<file path="config.mk">
export PLATFORM = sky130hd
export DESIGN_NAME = reset_ctrl
export DESIGN_NICKNAME = d
export VERILOG_FILES = /design/src/rtl/reset_ctrl.sv
export SDC_FILE = /design/constraint.sdc
export NUM_CORES = 1
export LEC_CHECK = 0
export CORE_ASPECT_RATIO = 1.2
export CORE_UTILIZATION = 45
export DETAILED_ROUTE_END_ITERATION = 8
export PLACE_DENSITY_LB_ADDON = 0.25
export SLEW_MARGIN = 0
export SYNTH_ARGS = -nofsm -noshare
export SYNTH_HDL_FRONTEND = slang
export SYNTH_SLANG_ARGS = --single-unit
</file>
<file path="constraint.sdc">
create_clock -name clk -period 2.9 [get_ports clk]
set_input_delay 0.58 -clock clk [delete_from_list [all_inputs] [get_ports clk]]
set_output_delay 0.58 -clock clk [all_outputs]
set_load 0.005 [all_outputs]
</file>
<file path="src/rtl/reset_ctrl.sv">
// Board reset controller: merges watchdog bites, a debounced button and CSR soft
// resets into a stretched active-low board reset with sticky cause and recovery flag.
module reset_ctrl #(
    parameter logic [4:0] BASE_ADDR    = 5'h0,
    parameter logic [7:0] PULSE_TICKS  = 8'd100,
    parameter logic [3:0] BTN_DEBOUNCE = 4'd8,
    parameter logic [7:0] SOFT_KEY     = 8'hA5,
    parameter logic [7:0] SOFT_KEY_REC = 8'hA7
) (
    input  logic       clk,
    input  logic       rst,
    input  logic       ce,
    input  logic       pwr_is_off,
    input  logic [4:0] csr_a,
    input  logic [7:0] csr_di,
    input  logic       csr_we,
    output logic [7:0] csr_do,
    input  logic [1:0] wdt_strobe,
    input  logic       force_recovery_mode,
    input  logic       btn_n,
    output logic       rst_out_n,
    output logic       recovery
);

    typedef enum logic [1:0] {
        ST_IDLE     = 2'd0,
        ST_ASSERT   = 2'd1,
        ST_WAIT_REL = 2'd2
    } state_t;

    localparam logic [4:0] CTRL_ADDR = BASE_ADDR + 5'd1;
    localparam logic [4:0] CAUSE_RST = 5'b10000;

    state_t     state_reg;
    logic [7:0] pulse_cnt_reg;
    logic       btn_db_reg;
    logic [3:0] db_cnt_reg;
    logic [4:0] cause_reg;
    logic       recovery_reg;
    logic       rst_out_n_reg;

    logic       sel_cause;
    logic       sel_ctrl;
    logic       soft_norm;
    logic       soft_rec;
    logic       soft_trig;
    logic       db_differ;
    logic       db_done;
    logic       btn_press;
    logic [4:0] cause_set;
    logic [4:0] cause_clr;
    logic       any_trig;
    logic       rec_req;

    assign sel_cause = (csr_a == BASE_ADDR);
    assign sel_ctrl  = (csr_a == CTRL_ADDR);
    assign soft_norm = csr_we & sel_ctrl & (csr_di == SOFT_KEY);
    assign soft_rec  = csr_we & sel_ctrl & (csr_di == SOFT_KEY_REC);
    assign soft_trig = soft_norm | soft_rec;

    assign db_differ = (btn_n != btn_db_reg);
    assign db_done   = ({1'b0, db_cnt_reg} + 5'd1) >= {1'b0, BTN_DEBOUNCE};
    // Press edge: the debounced level is about to flip from released to pressed.
    assign btn_press = ce & db_differ & db_done & btn_db_reg;

    // With board power off only the por cause is recorded and no trigger fires.
    assign cause_set = pwr_is_off ? 5'b10000 : {1'b0, soft_trig, btn_press, wdt_strobe};
    assign cause_clr = (csr_we & sel_cause) ? csr_di[4:0] : 5'b0;
    assign any_trig  = ~pwr_is_off & (|cause_set[3:0]);
    assign rec_req   = wdt_strobe[1] | force_recovery_mode | soft_rec;

    always_ff @(posedge clk) begin
        if (rst) begin
            btn_db_reg <= 1'b1;
            db_cnt_reg <= 4'd0;
        end else if (ce) begin
            if (db_differ) begin
                if (db_done) begin
                    btn_db_reg <= btn_n;
                    db_cnt_reg <= 4'd0;
                end else begin
                    db_cnt_reg <= db_cnt_reg + 4'd1;
                end
            end else begin
                db_cnt_reg <= 4'd0;
            end
        end
    end

    genvar gi;
    generate
        for (gi = 0; gi < 5; gi++) begin : g_cause
            // A set in the same cycle as a W1C clear wins.
            always_ff @(posedge clk) begin
                if (rst) begin
                    cause_reg[gi] <= CAUSE_RST[gi];
                end else begin
                    cause_reg[gi] <= cause_set[gi] | (cause_reg[gi] & ~cause_clr[gi]);
                end
            end
        end
    endgenerate

    always_ff @(posedge clk) begin
        if (rst) begin
            recovery_reg <= 1'b0;
        end else if (any_trig) begin
            recovery_reg <= rec_req;
        end
    end

    always_ff @(posedge clk) begin
        if (rst || pwr_is_off || any_trig) begin
            state_reg     <= ST_ASSERT;
            pulse_cnt_reg <= PULSE_TICKS;
            rst_out_n_reg <= 1'b0;
        end else begin
            case (state_reg)
                ST_ASSERT: begin
                    rst_out_n_reg <= 1'b0;
                    if (pulse_cnt_reg == 8'd0) begin
                        state_reg <= ST_WAIT_REL;
                    end else if (ce) begin
                        pulse_cnt_reg <= pulse_cnt_reg - 8'd1;
                        if (pulse_cnt_reg == 8'd1) begin
                            state_reg <= ST_WAIT_REL;
                        end
                    end
                end
                ST_WAIT_REL: begin
                    if (btn_db_reg) begin
                        state_reg     <= ST_IDLE;
                        rst_out_n_reg <= 1'b1;
                    end else begin
                        rst_out_n_reg <= 1'b0;
                    end
                end
                default: begin
                    state_reg     <= ST_IDLE;
                    rst_out_n_reg <= 1'b1;
                end
            endcase
        end
    end

    always_comb begin
        csr_do = 8'h00;
        if (sel_cause) begin
            csr_do = {3'b000, cause_reg};
        end else if (sel_ctrl) begin
            csr_do = {7'b0, recovery_reg};
        end
    end

    assign rst_out_n = rst_out_n_reg;
    assign recovery  = recovery_reg;

endmodule

</file>
==> run summary, run 1 <==
Vias in the first global route: 992
Clock-pin slew on the worst setup and hold paths: 0.12 ns
Crit-path max FO: 9
R2R Path Start: db_cnt_reg[0]
Clock Sinks: 22
Post-Syn Instances: 135
1st-iter DRT viols: 20
Cts repair resizes: 0
Overflow after GRT: 0
Final TNS setup: 0 ns
First-pass DRT Iterations: 4
Largest family of logic cells by synthesized area: simple AND/OR/NAND/NOR gates
Seq/Total Area, Yosys: 36.4%
Largest net degree at the start of global routing: 14
Cell Rows: 20
Clk_lat worst skew: 0.31 ns
Unrepaired setup endpoints after global routing: yes
Fill cell count: 240
WL per Instance: 12.2 um
Most used DFF post-synth: dfxtp_1
Die area: 2900 um^2
Antenna Nets Post-Route: 0
Clock period minus worst slack: 2.85 ns
Gpl congestion: 0.804
Vias per cell: 5.09
Status: complete, no violations
Final setup violation count: 0
Initial core utilization: 47.5%
Final period util: 98.2%
Initial antenna violation count: 0
H-tree levels: 1
Critical Path AT: 2.27 ns
Hold Path Stages: 2
Peak supply drop: 0.333 mV
Post-synth top cells: 22 x dfxtp_1, 18 x nor2_1, 13 x nand2_1
Post-synthesis adder-cell area fraction: 5.17%
CP cell instances: clkdlybuf4s50_1, nor4_2, nor2b_1, buf_4, and2_1, clkdlybuf4s50_1
Synthesized cell area: 1210 um^2
Detailed Place HPWL: 1.98 mm
Required time worst endpoint: 2.32 ns
Overall global routing resource usage: 19.0%
Warnings, synthesis: 0
HP Class: reg2reg
Xor/xnor cell area share of the yosys netlist: 5.06%
Total Wirelength: 2.43 mm
Synth Area in Simple Gates: 29.5%
Top-count cell post-synth: dfxtp_1
Root Driver: clkbuf_4
Synthesis-to-finish area growth: 29.6%
Post-synthesis mux area share: 0.826%
Hold_sp: cause_reg[4]
Dpl ws: 0.0442 ns
Final worst slack: 0.0520 ns
Endpoint of the worst-slack reg-to-reg timing path: recovery
CP max-delay cell: clkdlybuf4s50_1
Max FFs per register: 8
Max Freq: 0.351 GHz
CTS max path bufs: 2
Post-synth cell types: 42
Io pins: 32
Share of layout cells above drive strength 1: 12.7%
CP startpoint kind: input pin
Post-synth ARST share: 0%
Worst setup EP type: output pin
Input/output buffers: 28
Power Dens Cells: 397 nW/um^2
Final Net Count: 194
Compound-cell area share of the yosys netlist: 17.8%
N_diodes: 0
R2R setup slack: 0.91 ns
Main area contributors after synthesis: dfxtp_1 36%, nor2_1 5.6%, ha_1 5.2%, nand2_1 4.0%, xor2_1 3.6%
Post-CTS Repair Setup Buffers: 0
EDFF count, synth: 0
Drt drc: 0
Final Hold Viols: 0
Area leader, netlist: dfxtp_1
#FFs+latches synth: 22
Core footprint: 2550 um^2
CTS Buf Count: 3
Syn Area/Cell: 8.97 um^2
Die W: 49.4 um
Post-synth top area share: 36.4%
Leakage: 0.594 nW
First-pass GRT wire length: 4.16 mm
Setup CP Type: in2out
Top delay family on crit path: buffers and inverters
Final setup skew: 0.00533 ns
WP buf/inv: 3
CP max stage delay: 0.49 ns
Final slew viol count: 0
Via count: 1012
Crit path top cell by count: clkdlybuf4s50_1
Hold Path Sink: cause_reg[4]
CTS tree: built
Hold Buf Count CTS: 0
Die Ht: 58.8 um
R2R cell count: 5
Max-cap violations: 0
power breakdown:
part | internal (W) | leakage (nW) | switching (W)
logic | 0.0000430 | 0.388 | 0.0000316
clock network | 0.000140 | 0.0279 | 0.0000970
registers | 0.000307 | 0.178 | 0.00000424
total | 0.000490 | 0.594 | 0.000133
tightest hold or removal path, delay by kind of cell (launching register included):
family           cells  cell delay, ns
DFF                  1            0.33
and+or+nand+nor      2            0.09
metrics by stage:
stage                     area [um^2]  hold WS (ns)  utilization, %  std cells  power [W]
final                            1570         0.456            61.5        199   0.000623
after global routing             1570         0.480            61.5        199   0.000646
after CTS                        1570         0.462            61.5        199   0.000630
after detailed placement         1520         0.443            59.5        195   0.000393
after global placement           1520         0.437            59.5        195   0.000391
after floorplan                  1220         0.414               -        137   0.000353
how the worst max path moves through the flow:
stage,slack (ns),start,end,depth (start not counted)
global route,-0.002,csr_a[4],csr_do[2],6
CTS,0.03,csr_a[1],csr_do[3],6
floorplan,0.85,csr_a[1],csr_do[1],4
finish,0.05,csr_a[4],csr_do[3],6
global placement,0.12,csr_a[1],csr_do[4],6
detailed placement,0.04,csr_a[1],csr_do[3],6
per-layer routing:
layer,track usage (%),vias up,part of all wire [%]
li1,-,525,-
met1,19.0,466,41
met2,37.2,17,55
met3,3.62,4,2.7
met4,8.82,0,1.2
met5,0,-,0
cells by family (layout without fill, tap and decap cells):
| kind of cell | count (synthesis) | count (layout) |
|---|---|---|
| AO/OA/AOI/OAI | 24 | 24 |
| flip-flops | 22 | 22 |
| XOR/XNOR | 7 | 7 |
| AND/OR/NAND/NOR | 64 | 64 |
| other | 1 | 3 |
| adder cells (fa/ha/maj) | 5 | 5 |
| multiplexers | 1 | 1 |
| buffers and inverters | 11 | 40 |
placed cells by master (no fill, tap or decap), types with 2 or more instances in the layout:
master,Yosys,routed
xnor2_1,2,2
and2b_1,2,2
a22oi_1,2,2
nor2b_1,2,2
nor2_1,18,18
a211oi_2,3,3
inv_1,6,6
nand2b_1,3,3
and2_1,4,4
buf_4,3,2
ha_1,5,5
nand4_1,2,2
nand3_1,5,5
and3_1,2,2
clkbuf_4,0,3
conb_1,1,3
dfxtp_1,22,22
xor2_1,5,5
nand2_1,13,13
o311a_2,2,2
clkdlybuf4s50_1,0,28
nor3_1,2,2
o21ai_0,4,4
a21oi_1,7,7
area by class of cell:
cell class                 instances  area, um^2  area share (%)
timing repair buffer              30         295            18.8
clock buffer                       3        22.5            1.43
tap                               33        41.3            2.63
clock inverter                     1        30.0            1.91
inverter                           6        22.5            1.43
multi-input combinational        104         718            45.7
sequential                        22         440            28.0
Power figures use the tool's default switching activity.
==> run 2: changes to the inputs <==
==> constraint.sdc (replaced) <==
create_clock -name clk -period 3 [get_ports clk]
set_input_delay 0.6 -clock clk [delete_from_list [all_inputs] [get_ports clk]]
set_output_delay 0.6 -clock clk [all_outputs]
set_load 0.005 [all_outputs]
==> run 2 against run 1 <==
Net effect: non-clock buffer count is the same; die area is the same; first-iteration DRC count is the same; core utilization is the same; clock power shrank 3%; critical path depth is the same; final area is the same; register-to-register slack gained 0.10 ns; sequential cell count is the same; worst setup slack gained 0.058 ns; global-route usage is the same; critical path type unchanged; critical endpoint unchanged.
==> run summary, run 2 (synthesis results as in run 1) <==
Status: complete, no violations
Io pins: 32 (unchanged)
Final setup violation count: 0 (unchanged)
First-pass GRT wire length: 4.16 mm (unchanged)
Most common cell after layout, fill and taps aside: clkdlybuf4s50_1
Vias per cell: 5.09 (unchanged)
Most frequent cells in the layout: 28 x clkdlybuf4s50_1, 22 x dfxtp_1, 18 x nor2_1, 13 x nand2_1, 7 x a21oi_1
# placed instances: 195 (unchanged)
Critical Path AT: 2.29 ns (+0.02 ns)
Hold Path Sink: cause_reg[4]
HP Class: reg2reg
Final Net Count: 194 (unchanged)
CTS tree: built
Total Wirelength: 2.43 mm (-0.33%)
WL per Instance: 12.2 um (-0.33%)
Clock Sinks: 22 (unchanged)
Peak supply drop: 0.322 mV (-3.3%)
Max-cap violations: 0 (unchanged)
Vias in the first global route: 992 (unchanged)
Final TNS setup: 0 ns (unchanged)
Clk_lat worst skew: 0.31 ns (about the same)
R2R setup slack: 1.01 ns (+0.10 ns)
Synthesis-to-finish area growth: 29.6% (unchanged)
Dpl ws: 0.104 ns (+0.0600 ns)
Die Ht: 58.8 um (unchanged)
CTS max path bufs: 2 (unchanged)
R2R cell count: 5 (unchanged)
N_diodes: 0 (unchanged)
Core footprint: 2550 um^2 (unchanged)
Fin cells: 199 (unchanged)
Fill cell count: 240 (unchanged)
Hold Buf Count CTS: 0 (unchanged)
Power Dens Cells: 383 nW/um^2 (-3.3%)
Via count: 1012 (unchanged)
First-pass DRT Iterations: 4 (unchanged)
Detailed Place HPWL: 1.98 mm (unchanged)
Clock-pin slew on the worst setup and hold paths: 0.12 ns (about the same)
Die area: 2900 um^2 (unchanged)
Setup CP Type: in2out
H-tree levels: 1 (unchanged)
Final Hold Viols: 0 (unchanged)
R2R Path Start: db_cnt_reg[0]
Hold Path Stages: 2 (unchanged)
Leakage: 0.594 nW (unchanged)
Max Freq: 0.346 GHz
CP startpoint kind: input pin
Input/output buffers: 28 (unchanged)
Initial antenna violation count: 0 (unchanged)
CTS Buf Count: 3 (unchanged)
Die W: 49.4 um (unchanged)
Final worst slack: 0.110 ns (+0.0577 ns)
Cts repair resizes: 0 (unchanged)
Final slew viol count: 0 (unchanged)
Worst setup EP type: output pin
Antenna Nets Post-Route: 0 (unchanged)
Fin util: 61.5% (unchanged)
Unrepaired setup endpoints after global routing: no
Initial core utilization: 47.5% (unchanged)
Largest net degree at the start of global routing: 14 (unchanged)
Drt drc: 0 (unchanged)
Clock period minus worst slack: 2.89 ns
Overall global routing resource usage: 19.0% (unchanged)
Share of layout cells above drive strength 1: 12.7% (unchanged)
Overflow after GRT: 0 (unchanged)
Final setup skew: 0.00533 ns (-0.00000275 ns)
Final period util: 96.3%
Gpl congestion: 0.804 (unchanged)
Register area: 440 um^2 (unchanged)
Post-CTS Repair Setup Buffers: 0 (unchanged)
Multi-input logic area: 718 um^2 (unchanged)
Max FFs per register: 8 (unchanged)
Required time worst endpoint: 2.40 ns (+0.08 ns)
1st-iter DRT viols: 20 (unchanged)
Hold_sp: cause_reg[4]
Cell Rows: 20 (unchanged)
Endpoint of the worst-slack reg-to-reg timing path: recovery
Crit-path max FO: 9 (unchanged)
Root Driver: clkbuf_4
-- run 2: cell counts in the layout (fill, tap and decap cells not counted) --
No cell type changed its count.
-- run 2: worst max path at each step --
stage	start	to	slack, ns	cells after the start
after detailed placement	csr_a[1]	csr_do[3]	0.10	6
after global placement	csr_a[1]	csr_do[4]	0.18	6
after CTS	csr_a[1]	csr_do[3]	0.09	6
final	csr_a[1]	csr_do[3]	0.11	6
after global routing	csr_a[1]	csr_do[2]	0.03	6
after floorplan	csr_a[1]	csr_do[1]	0.91	4
-- run 2: stage by stage --
step	hold WS (ns)	area, um^2	total power (W)
floorplan	0.414	1220	0.000341
global placement	0.437	1520	0.000378
detailed placement	0.443	1520	0.000380
CTS	0.462	1570	0.000609
global route	0.480	1570	0.000624
finish	0.456	1570	0.000602
-- run 2: power breakdown --
part	internal, W	total [W]	switching (W)
clock network	0.000135	0.000229	0.0000938
registers	0.000297	0.000301	0.00000410
logic	0.0000416	0.0000720	0.0000304
-- run 2: final cells by class --
cell class	count	share of cell area, %
multi-input cells	104	45.7
well taps	33	2.63
clock inverters	1	1.91
clock buffers	3	1.43
flip-flops and latches	22	28.0
repair buffers	30	18.8
inverters	6	1.43
-- run 2: worst max-delay path, cell delays in order --
cell,delay [ns]
clkdlybuf4s50_1,0.42
nor4_2,0.31
nor2b_1,0.17
buf_4,0.16
and2_1,0.14
clkdlybuf4s50_1,0.49
-- run 2: per-layer routing --
layer	vias to the layer above	track usage [%]	routed length, um	share of wire [%]
met2	17	37.2	1340	55
met4	0	8.82	30	1.2
li1	525	-	-	-
met5	-	0	0	0
met1	466	19.0	987	41
met3	4	3.62	65	2.7
==> run 3: changes to the inputs <==
--- a/config.mk
+++ b/config.mk
@@ -6,8 +6,9 @@
 export NUM_CORES = 1
 export LEC_CHECK = 0
 export CORE_ASPECT_RATIO = 1.2
-export CORE_UTILIZATION = 45
+export CORE_UTILIZATION = 47
 export DETAILED_ROUTE_END_ITERATION = 8
+export GPL_TIMING_DRIVEN = 0
 export PLACE_DENSITY_LB_ADDON = 0.25
 export SLEW_MARGIN = 0
 export SYNTH_ARGS = -nofsm -noshare
==> run 3 against run 2 <==
Net effect: non-clock buffer count increased by 2; worst setup slack better by 0.0015 ns; sequential cell count did not move; die area down 4.1%; fmax barely moved; clock power fell by 29%; clock skew fell by 0.0011 ns; global-route usage shrank 0.33 points.
==> run summary, run 3 (synthesis results as in run 1) <==
Final hold slack: 0.450 ns (-0.00619 ns)
Fill cell count: 192 (-20%)
Final Hold Viols: 0 (unchanged)
Max Freq: 0.346 GHz (about the same)
Worst setup EP type: output pin
Dpl ws: -0.174 ns (-0.278 ns)
Critical Path AT: 2.29 ns (about the same)
Initial antenna violation count: 0 (unchanged)
CP startpoint kind: input pin
Io pins: 32 (unchanged)
Required time worst endpoint: 2.40 ns (about the same)
Drt drc: 0 (unchanged)
WL per Instance: 12.4 um (+1.4%)
Input/output buffers: 27 (-3.6%)
Vias per cell: 5.15 (+1.3%)
HP Class: reg2reg
Clock period minus worst slack: 2.89 ns (-0.00154 ns)
Fin util: 67.8% (+6.3 points)
Antenna Nets Post-Route: 0 (unchanged)
Detailed Place HPWL: 1.98 mm (about the same)
H-tree levels: 1 (unchanged)
Largest net degree at the start of global routing: 13 (-1)
Cell Rows: 19 (-5.0%)
Hold Buf Count CTS: 0 (unchanged)
Via count: 1025 (+1.3%)
CTS tree: built
Total Wirelength: 2.46 mm (+1.4%)
Die Ht: 57.6 um (-2.1%)
R2R Path Start: db_cnt_reg[0]
Die W: 48.3 um (-2.1%)
1st-iter DRT viols: 27 (+35%)
Most frequent cells in the layout: 24 x clkdlybuf4s50_1, 22 x dfxtp_1, 18 x nor2_1, 13 x nand2_1, 7 x a21oi_1
Gpl congestion: 0.859 (+6.9%)
Final setup violation count: 0 (unchanged)
Die area: 2780 um^2 (-4.1%)
Final slew viol count: 0 (unchanged)
Root Driver: clkbuf_4
Initial core utilization: 51.5% (+4.0 points)
Clock Sinks: 22 (unchanged)
Final Net Count: 196 (+1.0%)
First-pass DRT Iterations: 4 (unchanged)
Final worst slack: 0.111 ns (+0.00154 ns)
Hold_sp: cause_reg[4]
First-pass GRT wire length: 4.04 mm (-3.0%)
Clk_lat worst skew: 0.30 ns (about the same)
Most common cell after layout, fill and taps aside: clkdlybuf4s50_1
Leakage: 0.640 nW (+7.7%)
Worst setup path startpoint: csr_a[2]
Share of layout cells above drive strength 1: 14.9% (+2.2 points)
Clock-pin slew on the worst setup and hold paths: 0.12 ns (about the same)
Final period util: 96.3% (about the same)
Setup CP Type: in2out
Peak supply drop: 0.300 mV (-6.8%)
Crit-path max FO: 9 (unchanged)
Design area: 1600 um^2 (+1.6%)
Vias in the first global route: 967 (-2.5%)
CTS max path bufs: 2 (unchanged)
Max-cap violations: 0 (unchanged)
CTS Buf Count: 3 (unchanged)
Core footprint: 2350 um^2 (-7.8%)
Dpl cell area: 1530 um^2 (+0.66%)
Power Dens Cells: 339 nW/um^2 (-12%)
# placed instances: 195 (unchanged)
Fin cells: 199 (unchanged)
Overflow after GRT: 0 (unchanged)
Max FFs per register: 8 (unchanged)
Status: complete, no violations
Overall global routing resource usage: 18.6% (-0.33 points)
Final setup skew: 0.00426 ns (-0.00107 ns)
N_diodes: 0 (unchanged)
Synthesis-to-finish area growth: 31.7%
Unrepaired setup endpoints after global routing: no
## run 3: worst paths after layout
check	to	slack [ns]	depth (start not counted)
worst max-delay path	csr_do[3]	0.11	6
worst min register to register	cause_reg[4]	0.45	2
worst max register to register	pulse_cnt_reg[2]	1.04	6
worst min-delay path	cause_reg[4]	0.45	2
## run 3: worst max-delay path: stages
cell             delay, ns
clkdlybuf4s50_1       0.44
nor4_4                0.29
nor2b_4               0.20
buf_6                 0.13
and2_1                0.12
clkdlybuf4s50_1       0.50
## run 3: cell type report
type                       count  area, um^2  area share (%)
buffer                         5        45.0            2.82
timing repair buffer          27         278            17.4
multi-input combinational    104         734            46.0
tap                           31        38.8            2.43
inverter                       6        22.5            1.41
sequential                    22         440            27.6
clock buffer                   4        36.3            2.27
## run 3: per-stage QoR
stage / power, W / TNS, ns
after floorplan: 0.000341 / 0
after global placement: 0.000380 / -0.652
after detailed placement: 0.000382 / -0.825
after CTS: 0.000546 / 0
after global routing: 0.000562 / 0
final: 0.000541 / 0
## run 3: metal layers
layer  part of all wire (%)  track usage (%)  up-vias
li1                       -                -      533
met1                     44             19.6      469
met2                     52             35.6       19
met3                    2.9             3.67        4
met4                    1.4             8.82        0
met5                      0                0        -
## run 3: what timing repair did
| item | 4_1_cts | 5_1_grt |
|---|---|---|
| setup buffers | 0 | 0 |
| endpoints found under the hold margin | 0 | 0 |
| setup endpoints to repair | 5 | 5 |
| resized for setup | 3 | 7 |
| pin swaps | 0 | 1 |
## run 3: where the power goes
part	internal (W)	switching (W)	total, W
Sequential	0.000297	0.00000367	0.000301
Combinational	0.0000442	0.0000328	0.0000770
Clock	0.0000740	0.0000892	0.000163
Total	0.000415	0.000126	0.000541
